File: config.mk
export PLATFORM = sky130hd
export DESIGN_NAME = msx_mouse_adapter
export DESIGN_NICKNAME = d
export VERILOG_FILES = /design/src/rtl/msx_mouse_pkg.sv /design/src/rtl/msx_mouse_acc.sv /design/src/rtl/msx_mouse_adapter.sv
export SDC_FILE = /design/constraint.sdc
export NUM_CORES = 1
export LEC_CHECK = 0
export ABC_AREA = 0
export BUFFER_PORTS_ARGS = -buffer_cell sky130_fd_sc_hd__buf_4
export CORE_UTILIZATION = 45
export DETAILED_ROUTE_END_ITERATION = 10
export GPL_TIMING_DRIVEN = 0
export PLACE_DENSITY = 0.73
export SYNTH_ARGS = -nofsm -noshare
export SYNTH_HDL_FRONTEND = slang
export SYNTH_HIERARCHICAL = 1
export SYNTH_SLANG_ARGS = --single-unit
File: constraint.sdc
create_clock -name clk_sys -period 9.15 [get_ports clk_sys]
set_input_delay 0.4575 -clock clk_sys [delete_from_list [all_inputs] [get_ports clk_sys]]
set_output_delay 0.4575 -clock clk_sys [all_outputs]
set_load 0.01 [all_outputs]
File: src/rtl/msx_mouse_pkg.sv
// rtl/msx_mouse_pkg.sv - shared types and constants for the MSX mouse adapter
package msx_mouse_pkg;

  typedef enum logic [1:0] {
    JOY   = 2'd0,
    MOUSE = 2'd1,
    AUTO  = 2'd2
  } mode_t;

  typedef enum logic [1:0] {
    S0 = 2'd0,
    S1 = 2'd1,
    S2 = 2'd2,
    S3 = 2'd3
  } nib_state_t;

  localparam int SNAP_MAX = 127;
  localparam int SNAP_MIN = -128;

  // The MSX pins carry the nibble bit-reversed relative to the data bits.
  function automatic logic [3:0] nib_rev(input logic [3:0] n);
    return {n[0], n[1], n[2], n[3]};
  endfunction

endpackage

File: src/rtl/msx_mouse_acc.sv
// rtl/msx_mouse_acc.sv - one axis of saturating delta accumulator with snapshot
// MSX_MOUSE_SENS_EN adds a sens input that scales the delta by 1/2/4/8.
module msx_mouse_acc
  import msx_mouse_pkg::*;
#(
  parameter int ACC_W = 12
) (
  input  logic       clk_sys,
  input  logic       reset,
  input  logic       add,
  input  logic [9:0] delta,
`ifdef MSX_MOUSE_SENS_EN
  input  logic [1:0] sens,
`endif
  input  logic       snap_en,
  output logic [7:0] clamp_now,
  output logic [7:0] snap
);

  // Headroom so a x8 delta plus the accumulator never wraps before saturation.
  localparam int WW = ACC_W + 6;
  localparam logic signed [WW-1:0] AMAX = WW'((64'sd1 <<< (ACC_W - 1)) - 64'sd1);
  localparam logic signed [WW-1:0] AMIN = -AMAX;
  localparam logic signed [WW-1:0] CMAX = WW'(SNAP_MAX);
  localparam logic signed [WW-1:0] CMIN = WW'(SNAP_MIN);

  logic signed [ACC_W-1:0] acc;
  logic signed [WW-1:0]    acc_w, delta_w, scaled, delta_sat, clamp_w, snap_sub, sum, sum_sat;
  logic                    unused_hi;

  function automatic logic signed [WW-1:0] sat_w(input logic signed [WW-1:0] v);
    if (v > AMAX) return AMAX;
    if (v < AMIN) return AMIN;
    return v;
  endfunction

  always_comb begin
    acc_w   = {{(WW - ACC_W){acc[ACC_W-1]}}, acc};
    delta_w = {{(WW - 10){delta[9]}}, delta};
`ifdef MSX_MOUSE_SENS_EN
    scaled  = delta_w <<< sens;
`else
    scaled  = delta_w;
`endif
    delta_sat = sat_w(scaled);
    if (acc_w > CMAX)      clamp_w = CMAX;
    else if (acc_w < CMIN) clamp_w = CMIN;
    else                   clamp_w = acc_w;
    snap_sub = snap_en ? clamp_w : '0;
    sum      = acc_w - snap_sub + (add ? delta_sat : '0);
    sum_sat  = sat_w(sum);
  end

  assign clamp_now = clamp_w[7:0];
  assign unused_hi = ^{sum_sat[WW-1:ACC_W]};

  always_ff @(posedge clk_sys) begin
    if (reset) begin
      acc  <= '0;
      snap <= '0;
    end else begin
      acc <= sum_sat[ACC_W-1:0];
      if (snap_en) snap <= clamp_w[7:0];
    end
  end

endmodule

File: src/rtl/msx_mouse_adapter.sv
// rtl/msx_mouse_adapter.sv - per-port MSX mouse/joystick adapter
// MSX_MOUSE_SENS_EN adds the sens[1:0] delta scaling input.
module msx_mouse_adapter
  import msx_mouse_pkg::*;
#(
  parameter int TIMEOUT = 100000,
  parameter int ACC_W   = 12
) (
  input  logic       clk_sys,
  input  logic       reset,
  input  logic [1:0] mode,
  input  logic [5:0] joy_n,
  input  logic       mouse_strobe,
  input  logic [7:0] mouse_x,
  input  logic [7:0] mouse_y,
  input  logic [7:0] mouse_flags,
`ifdef MSX_MOUSE_SENS_EN
  input  logic [1:0] sens,
`endif
  input  logic       msx_str,
  output logic [5:0] port_out,
  output logic       mouse_active
);

  localparam int TW = $clog2(TIMEOUT + 1);

  mode_t      mode_m;
  nib_state_t state_q, state_d;
  logic [TW-1:0] tmo_q, tmo_d;
  logic       str_d, str_edge, act_d, snap_en, nib_load;
  logic [3:0] nib;
  logic [9:0] dx, dy;
  logic [7:0] clamp_x, clamp_y, snap_x, snap_y;
  logic       unused_bits;

  // MSX counts right as negative, so X is negated; Y passes through.
  assign dx = -{mouse_flags[4], mouse_flags[4], mouse_x};
  assign dy = {mouse_flags[5], mouse_flags[5], mouse_y};
  assign mode_m   = mode_t'(mode);
  assign str_edge = str_d ^ msx_str;
  assign unused_bits = ^{mouse_flags[7:6], mouse_flags[3:2], snap_x[7:4], clamp_x[3:0], clamp_y};

  msx_mouse_acc #(.ACC_W(ACC_W)) u_acc_x (
    .clk_sys(clk_sys), .reset(reset), .add(mouse_strobe), .delta(dx),
`ifdef MSX_MOUSE_SENS_EN
    .sens(sens),
`endif
    .snap_en(snap_en), .clamp_now(clamp_x), .snap(snap_x)
  );

  msx_mouse_acc #(.ACC_W(ACC_W)) u_acc_y (
    .clk_sys(clk_sys), .reset(reset), .add(mouse_strobe), .delta(dy),
`ifdef MSX_MOUSE_SENS_EN
    .sens(sens),
`endif
    .snap_en(snap_en), .clamp_now(clamp_y), .snap(snap_y)
  );

  always_comb begin
    case (mode_m)
      JOY:     act_d = 1'b0;
      MOUSE:   act_d = 1'b1;
      default: begin
        // A joystick press beats a simultaneous mouse packet.
        if (joy_n != 6'h3F)    act_d = 1'b0;
        else if (mouse_strobe) act_d = 1'b1;
        else                   act_d = mouse_active;
      end
    endcase
  end

  always_comb begin
    state_d  = state_q;
    tmo_d    = tmo_q;
    snap_en  = 1'b0;
    nib_load = 1'b0;
    nib      = 4'h0;
    if (!mouse_active) begin
      state_d = S0;
      tmo_d   = '0;
    end else if (str_edge) begin
      tmo_d    = TW'(TIMEOUT);
      nib_load = 1'b1;
      case (state_q)
        S0: begin snap_en = 1'b1; nib = clamp_x[7:4]; state_d = S1; end
        S1: begin nib = snap_x[3:0]; state_d = S2; end
        S2: begin nib = snap_y[7:4]; state_d = S3; end
        default: begin nib = snap_y[3:0]; state_d = S0; end
      endcase
    end else if (tmo_q != '0) begin
      tmo_d = tmo_q - 1'b1;
      if (tmo_q == TW'(1)) state_d = S0;
    end
  end

  always_ff @(posedge clk_sys) begin
    if (reset) begin
      state_q      <= S0;
      tmo_q        <= '0;
      str_d        <= 1'b0;
      mouse_active <= 1'b0;
      port_out     <= 6'h3F;
    end else begin
      state_q      <= state_d;
      tmo_q        <= tmo_d;
      str_d        <= msx_str;
      mouse_active <= act_d;
      if (!mouse_active) begin
        port_out <= joy_n | {6{msx_str}};
      end else begin
        port_out[5:4] <= ~mouse_flags[1:0];
        if (nib_load) port_out[3:0] <= nib_rev(nib);
      end
    end
  end

endmodule

======== After elaboration in Yosys (flattened, before gate mapping) ========
Index checks and enable logic that the tools add are counted.
word-level totals
  flip-flop bits (word level) ............. 63
  input bits .............................. 36
  logic and storage cells ................. 102
cells by class
  add/subtract/negate cells ............... 6
  order comparisons ....................... 12
  equality and inequality tests ........... 6
  multiplexer cells ....................... 54
  bitwise operators ....................... 4
  reduce and logical (&&, ||, !) cells .... 9
operator list
  cell                                                              count
  two-way mux 18 bit                                                16
  two-way mux 12 bit                                                8
  adder 18 bit                                                      2
  greater-than comparator 18 x 12 -> 1 bit (second input constant)  2
  < comparator 18 x 12 -> 1 bit (second input constant)             2
  subtractor 18 bit                                                 2
  two-way mux 17 bit                                                2
  greater-than comparator 12 x 8 -> 1 bit (second input constant)   2
  < comparator 12 x 8 -> 1 bit (second input constant)              2
  two-way mux 1 bit                                                 19
  == test 17 x 1 -> 1 bit (second input constant)                   1
  nonzero test 17 bit                                               1
  subtractor 17 x 1 -> 17 bit (second input constant)               1
  greater-than comparator 10 x 12 -> 1 bit (second input constant)  1
  greater-than comparator 9 x 12 -> 1 bit (second input constant)   1
  < comparator 10 x 12 -> 1 bit (second input constant)             1
  < comparator 9 x 12 -> 1 bit (second input constant)              1
  one-hot mux 4 bit (3 select lines)                                1
  negation 10 bit                                                   1
  two-way mux 4 bit                                                 2
  two-way mux 2 bit                                                 3
  two-way mux 6 bit                                                 1
  != test 6 bit (second input constant)                             1
  bitwise OR 6 bit                                                  1
  other kinds (14)                                                  17

======== Depth between registers and ports, before layout ========
  word-level depth ........................ 13
  mapped depth ............................ 20
  depth with buffers taken out ............ 19

======== Hierarchy ========
The synthesis kept the hierarchy.
modules (own cells, without submodules)
  module                    instances  cells an instance  area an instance (um^2)  seq. area each (um^2)
  msx_mouse_acc at u_acc_y  1          268                2084.5                   400.4
  msx_mouse_acc at u_acc_x  1          258                1979.4                   400.4
  msx_mouse_adapter         1          192                1580.3                   540.5

======== Worst setup path after synthesis ========
Ideal clock, no wire load.
  path kind ............................... input -> register
  start ................................... input msx_str
  end ..................................... register u_acc_x.acc[3]
  setup time .............................. 119 ps
  arrival ................................. 4280 ps
  data required time ...................... 9031 ps
  setup slack ............................. 4751 ps
  cell stages on the path ................. 15
  path buffers ............................ 1
  cells stage by stage .................... clkbuf_1 > xor2_1 > and3_1 > nand2_1 > fa_1 > inv_1 > fa_1 > nand2b_1 > a21oi_1 > xor2_1 > or4_1 > nor4b_2 > nand3_1 > a21oi_2 > nor2_1
on the way
  cells in the longest elaborated chain, start to end .. 11
  elaborated cells on any way between the ends .. 14
  those cells by class .................... add/sub (2); order compare (2); mux (9); bitwise (1)
ends and longest elaborated chain
  element                         RTL line                 text
  from (decl)                     msx_mouse_adapter.sv:20  input logic msx_str,
  bitwise XOR 1 bit *             msx_mouse_adapter.sv:40  assign str_edge = str_d ^ msx_str;
  two-way mux 1 bit *             msx_mouse_adapter.sv:81  end else if (str_edge) begin
  two-way mux 1 bit *             msx_mouse_adapter.sv:78  if (!mouse_active) begin
  via snap_en                     msx_mouse_adapter.sv:30  logic str_d, str_edge, act_d, snap_en, nib_load;
  two-way mux 18 bit *            msx_mouse_acc.sv:49      snap_sub = snap_en ? clamp_w : '0;
  subtractor 18 bit *             msx_mouse_acc.sv:50      sum = acc_w - snap_sub + (add ? delta_sat : '0);
  adder 18 bit *                  msx_mouse_acc.sv:50
  < comparator 18 x 12 -> 1 bit   msx_mouse_acc.sv:33      if (v < AMIN) return AMIN;
  two-way mux 1 bit (2 in a row)  msx_mouse_acc.sv:33
  two-way mux 12 bit              msx_mouse_acc.sv:34      return v;
  two-way mux 12 bit *            msx_mouse_acc.sv:33
  to (signal assigned)            msx_mouse_acc.sv:62      acc <= sum_sat[ACC_W-1:0];
  to (decl)                       msx_mouse_acc.sv:27      logic signed [ACC_W-1:0] acc;
Mark *: on every way through the listed nets, which the timed path passes. The rest lies on a longest branch. The select of a mux whose other input is x is not followed.
A chain may end at the register's enable or synchronous reset.

======== Final worst setup path ========
  start ................................... input msx_str
  end ..................................... register u_acc_y.acc[1]
on the way
  cells in the longest elaborated chain, start to end .. 11
  elaborated cells on any way between the ends .. 14
  those cells by class .................... add/sub (2); order compare (2); mux (9); bitwise (1)
ends and longest elaborated chain
  element                         RTL line
  bitwise XOR 1 bit *             msx_mouse_adapter.sv:40
  two-way mux 1 bit *             msx_mouse_adapter.sv:81
  two-way mux 1 bit *             msx_mouse_adapter.sv:78
  via snap_en                     msx_mouse_adapter.sv:30
  two-way mux 18 bit *            msx_mouse_acc.sv:49
  subtractor 18 bit *             msx_mouse_acc.sv:50
  adder 18 bit *                  msx_mouse_acc.sv:50
  < comparator 18 x 12 -> 1 bit   msx_mouse_acc.sv:33
  two-way mux 1 bit (2 in a row)  msx_mouse_acc.sv:33
  two-way mux 12 bit              msx_mouse_acc.sv:34
  two-way mux 12 bit *            msx_mouse_acc.sv:33
  to (signal assigned)            msx_mouse_acc.sv:62
  to (decl)                       msx_mouse_acc.sv:27
Marked as above.

==> results.toml <==
[finish]
num-nets-final = 850
share_of_layout_cells_above_drive_strength_1 = 0.124
num_antenna_cells = 0
syn_to_final_growth_pct = 14.2

[setup_path]
crit_slowest_cell = "sky130_fd_sc_hd__and3_1"
setup.worst_path.start_class = "input port"
worstPathRequired_ps = 9330
criticalPathCategory = "in2reg"
delay_of_the_slowest_cell_on_the_worst_path_ps = 620
cp_buf_inv_count = 3
worst_ep_arrival_time_ps = 5060
critical_path.endpoint_type = "flip-flop"
cells_traversed_along_the_worst_timing_path = "clkbuf_1 > xor2_1 > and3_1 > nand2_1 > nor2_1 > fa_1 > inv_1 > ha_1 > nand2_1 > or4_4 > a31oi_4 > o21ai_4 > a21o_2 > clkbuf_1 > o21ai_1 > o311ai_1"
crit_path_max_fanout = 18
timing.critical_path.max_delay_family = "simple AND/OR/NAND/NOR gates"

[floorplan]
fp.dieW_um = 113
design.portCount = 43
die_area_mm2 = 0.0127
initial_utilization = 0.462
core.rowCount = 40
vert_die_dim_um = 113
core_area_mm2 = 0.0120

[pwr]
design_power_total_w = 0.00248
clockPowerShare = 0.147
switchingPower_w = 0.00122
max-vdd-ir-drop_uv = 130
power_density_mw_per_mm2 = 393
power.switching_fraction = 0.493
pwr-share-comb = 0.702
power.static_leakage_nw = 2.76
seq_power_share = 0.151
int_pwr_w = 0.00126

[yosys]
postSynthNetCount = 802
syn-instance-count = 705
mappedNetlistArea_mm2 = 0.00552
synth_warnings = 6
syn_avg_cell_area_um2 = 7.83

[global_route]
grt_first_pass_wirelength_um = 22000
largest_net_degree_at_the_start_of_global_routing = 19
groute.usage.overall = 0.212
grt_antenna_before_repair = 0
grt-ovfl-total = 0
vias_in_the_first_global_route = 4838

[cts]
cts_made_buffers = 9
clkSinkCount = 63
post-cts-setup-buffers = 0
worst_setup_hold_path_clk_slew_ps = 50
root_buffer = "sky130_fd_sc_hd__clkbuf_16"
htreeDepth = 3
clock_tree.buffer_depth = 2
hold_buffers = 0
clock_tree_from_tritoncts = "yes"
worstSkewPairLatency_ps = 330
cts.repair.resized = 0

[timing]
tightest_slew_ps = 1110
finalHoldViolCount = 0
post-route-worst-setup-slack_ps = 4270
worst_clock_skew_ps = 4.99
fin_crit_sh = 0.533
finalCriticalPeriod_ps = 4880
finalSetupViolations = 0
rsz_0062_raised_after_global_routing = "no"
final-max-slew-violation-count = 0
max_slew_margin = 0.251
fin_hold_ws_ps = 366
fmaxAchievable_mhz = 205
setup_total_negative_slack_ps = 0

[drt]
post-route-drc-count = 0
finalWirelength_um = 13000
via_per_inst = 5.74
vias = 5194
count_of_nets_left_with_antenna_violations_after_detail_routing = 0
drt_iter0_markers = 298
route.detailed.wl_per_inst_um = 14.4
drt_pass1_iterations = 5

[outcome]
result_of_the_run = "finished, final reports clean"

[min_path]
hold_path.class = "in2reg"

[placement]
detailedPlacementHpwl_um = 10400
io_buffers = 37
place_congestion = 0.866
preCtsSetupSlack_ps = 3990

[flow_run]
max-cap-violations = 0
layer usage:
| metal | track usage | routed length (um) |
|---|---|---|
| met1 | 0.281 | 5900 |
| met2 | 0.364 | 6210 |
| met3 | 0.0220 | 708 |
| met4 | 0.0631 | 169 |
| met5 | 0 | 0 |
final timing paths:
kind | from | endpoint | slack, ps | cells after the start
setup / recovery | msx_str | u_acc_y/acc[1] | 4270 | 16
hold / removal | mode[0] | mouse_active | 370 | 3
setup reg to reg | str_d | u_acc_y/acc[1] | 4360 | 15
hold reg to reg | u_acc_y/snap[1] | u_acc_y/snap[1] | 480 | 2
power by group through the flow:
stage               sequential [W]  clock (W)  combinational (W)
CTS                       0.000372   0.000369            0.00173
detailed placement        0.000378          0            0.00171
global placement          0.000376          0            0.00166
floorplan                 0.000370          0            0.00139
finish                    0.000373   0.000364            0.00174
global route              0.000378   0.000381            0.00194
worst register-to-register path: cells and delay by family (launching register included):
family,cells,cell delay (ps)
xor gates and xnor gates,1,480
buffers and inverters,2,320
adders and majority gates,2,700
AOI/OAI and AO/OA,5,1010
and+or+nand+nor,5,1770
DFF,1,370
placed cells by master, fill, tap and decap left out, types with 4 or more instances in the layout:
cell type / instances
sky130_fd_sc_hd__inv_1: 99
sky130_fd_sc_hd__nor2_1: 64
sky130_fd_sc_hd__dfxtp_1: 63
sky130_fd_sc_hd__a21oi_1: 59
sky130_fd_sc_hd__nand2_1: 52
sky130_fd_sc_hd__ha_1: 37
sky130_fd_sc_hd__buf_4: 37
sky130_fd_sc_hd__nor3_1: 27
sky130_fd_sc_hd__fa_1: 24
sky130_fd_sc_hd__o21ai_0: 23
sky130_fd_sc_hd__nand3_1: 15
sky130_fd_sc_hd__o21ai_1: 15
sky130_fd_sc_hd__and2_1: 15
sky130_fd_sc_hd__xor2_1: 13
sky130_fd_sc_hd__clkbuf_1: 13
sky130_fd_sc_hd__xnor2_1: 12
sky130_fd_sc_hd__o31ai_1: 11
sky130_fd_sc_hd__clkbuf_16: 9
sky130_fd_sc_hd__or4_1: 8
sky130_fd_sc_hd__or3_1: 8
sky130_fd_sc_hd__nor2b_1: 7
sky130_fd_sc_hd__and3_1: 6
sky130_fd_sc_hd__nor4_1: 6
sky130_fd_sc_hd__o22ai_1: 6
sky130_fd_sc_hd__nand2b_1: 5
sky130_fd_sc_hd__or2_2: 5
sky130_fd_sc_hd__a31oi_1: 5
sky130_fd_sc_hd__a2bb2oi_1: 5
sky130_fd_sc_hd__a21o_1: 5
sky130_fd_sc_hd__nand4_1: 4
sky130_fd_sc_hd__mux2i_1: 4
sky130_fd_sc_hd__buf_2: 4
sky130_fd_sc_hd__a222oi_1: 4
sky130_fd_sc_hd__o21a_1: 4
sky130_fd_sc_hd__o211ai_1: 4
registers in the layout (all words and copies together), names as in the netlist:
| register | count |
|---|---|
| tmo_q | 17 |
| u_acc_x/acc | 12 |
| u_acc_y/acc | 12 |
| u_acc_y/snap | 8 |
| port_out | 6 |
| u_acc_x/snap | 4 |
| state_q | 2 |
| mouse_active | 1 |
| str_d | 1 |
area by class of cell:
cell class              instances  area [um2]
fillers                      1104        5660
multi-input cells             522        3800
flip-flops and latches         63        1260
inverters                     101         379
repair buffers                 37         278
clock buffers                   9         225
well taps                     147         184
clock inverters                 7        96.3
plain buffers                  19        85.1
metrics by stage:
| stage | utilization | cell area [um2] | std cells |
|---|---|---|---|
| global placement | 0.500 | 5980 | 889 |
| CTS | 0.527 | 6300 | 905 |
| floorplan | - | 5520 | 705 |
| finish | 0.527 | 6300 | 905 |
| global route | 0.527 | 6300 | 905 |
| detailed placement | 0.500 | 5980 | 889 |
(Power assumes the default switching activity.)
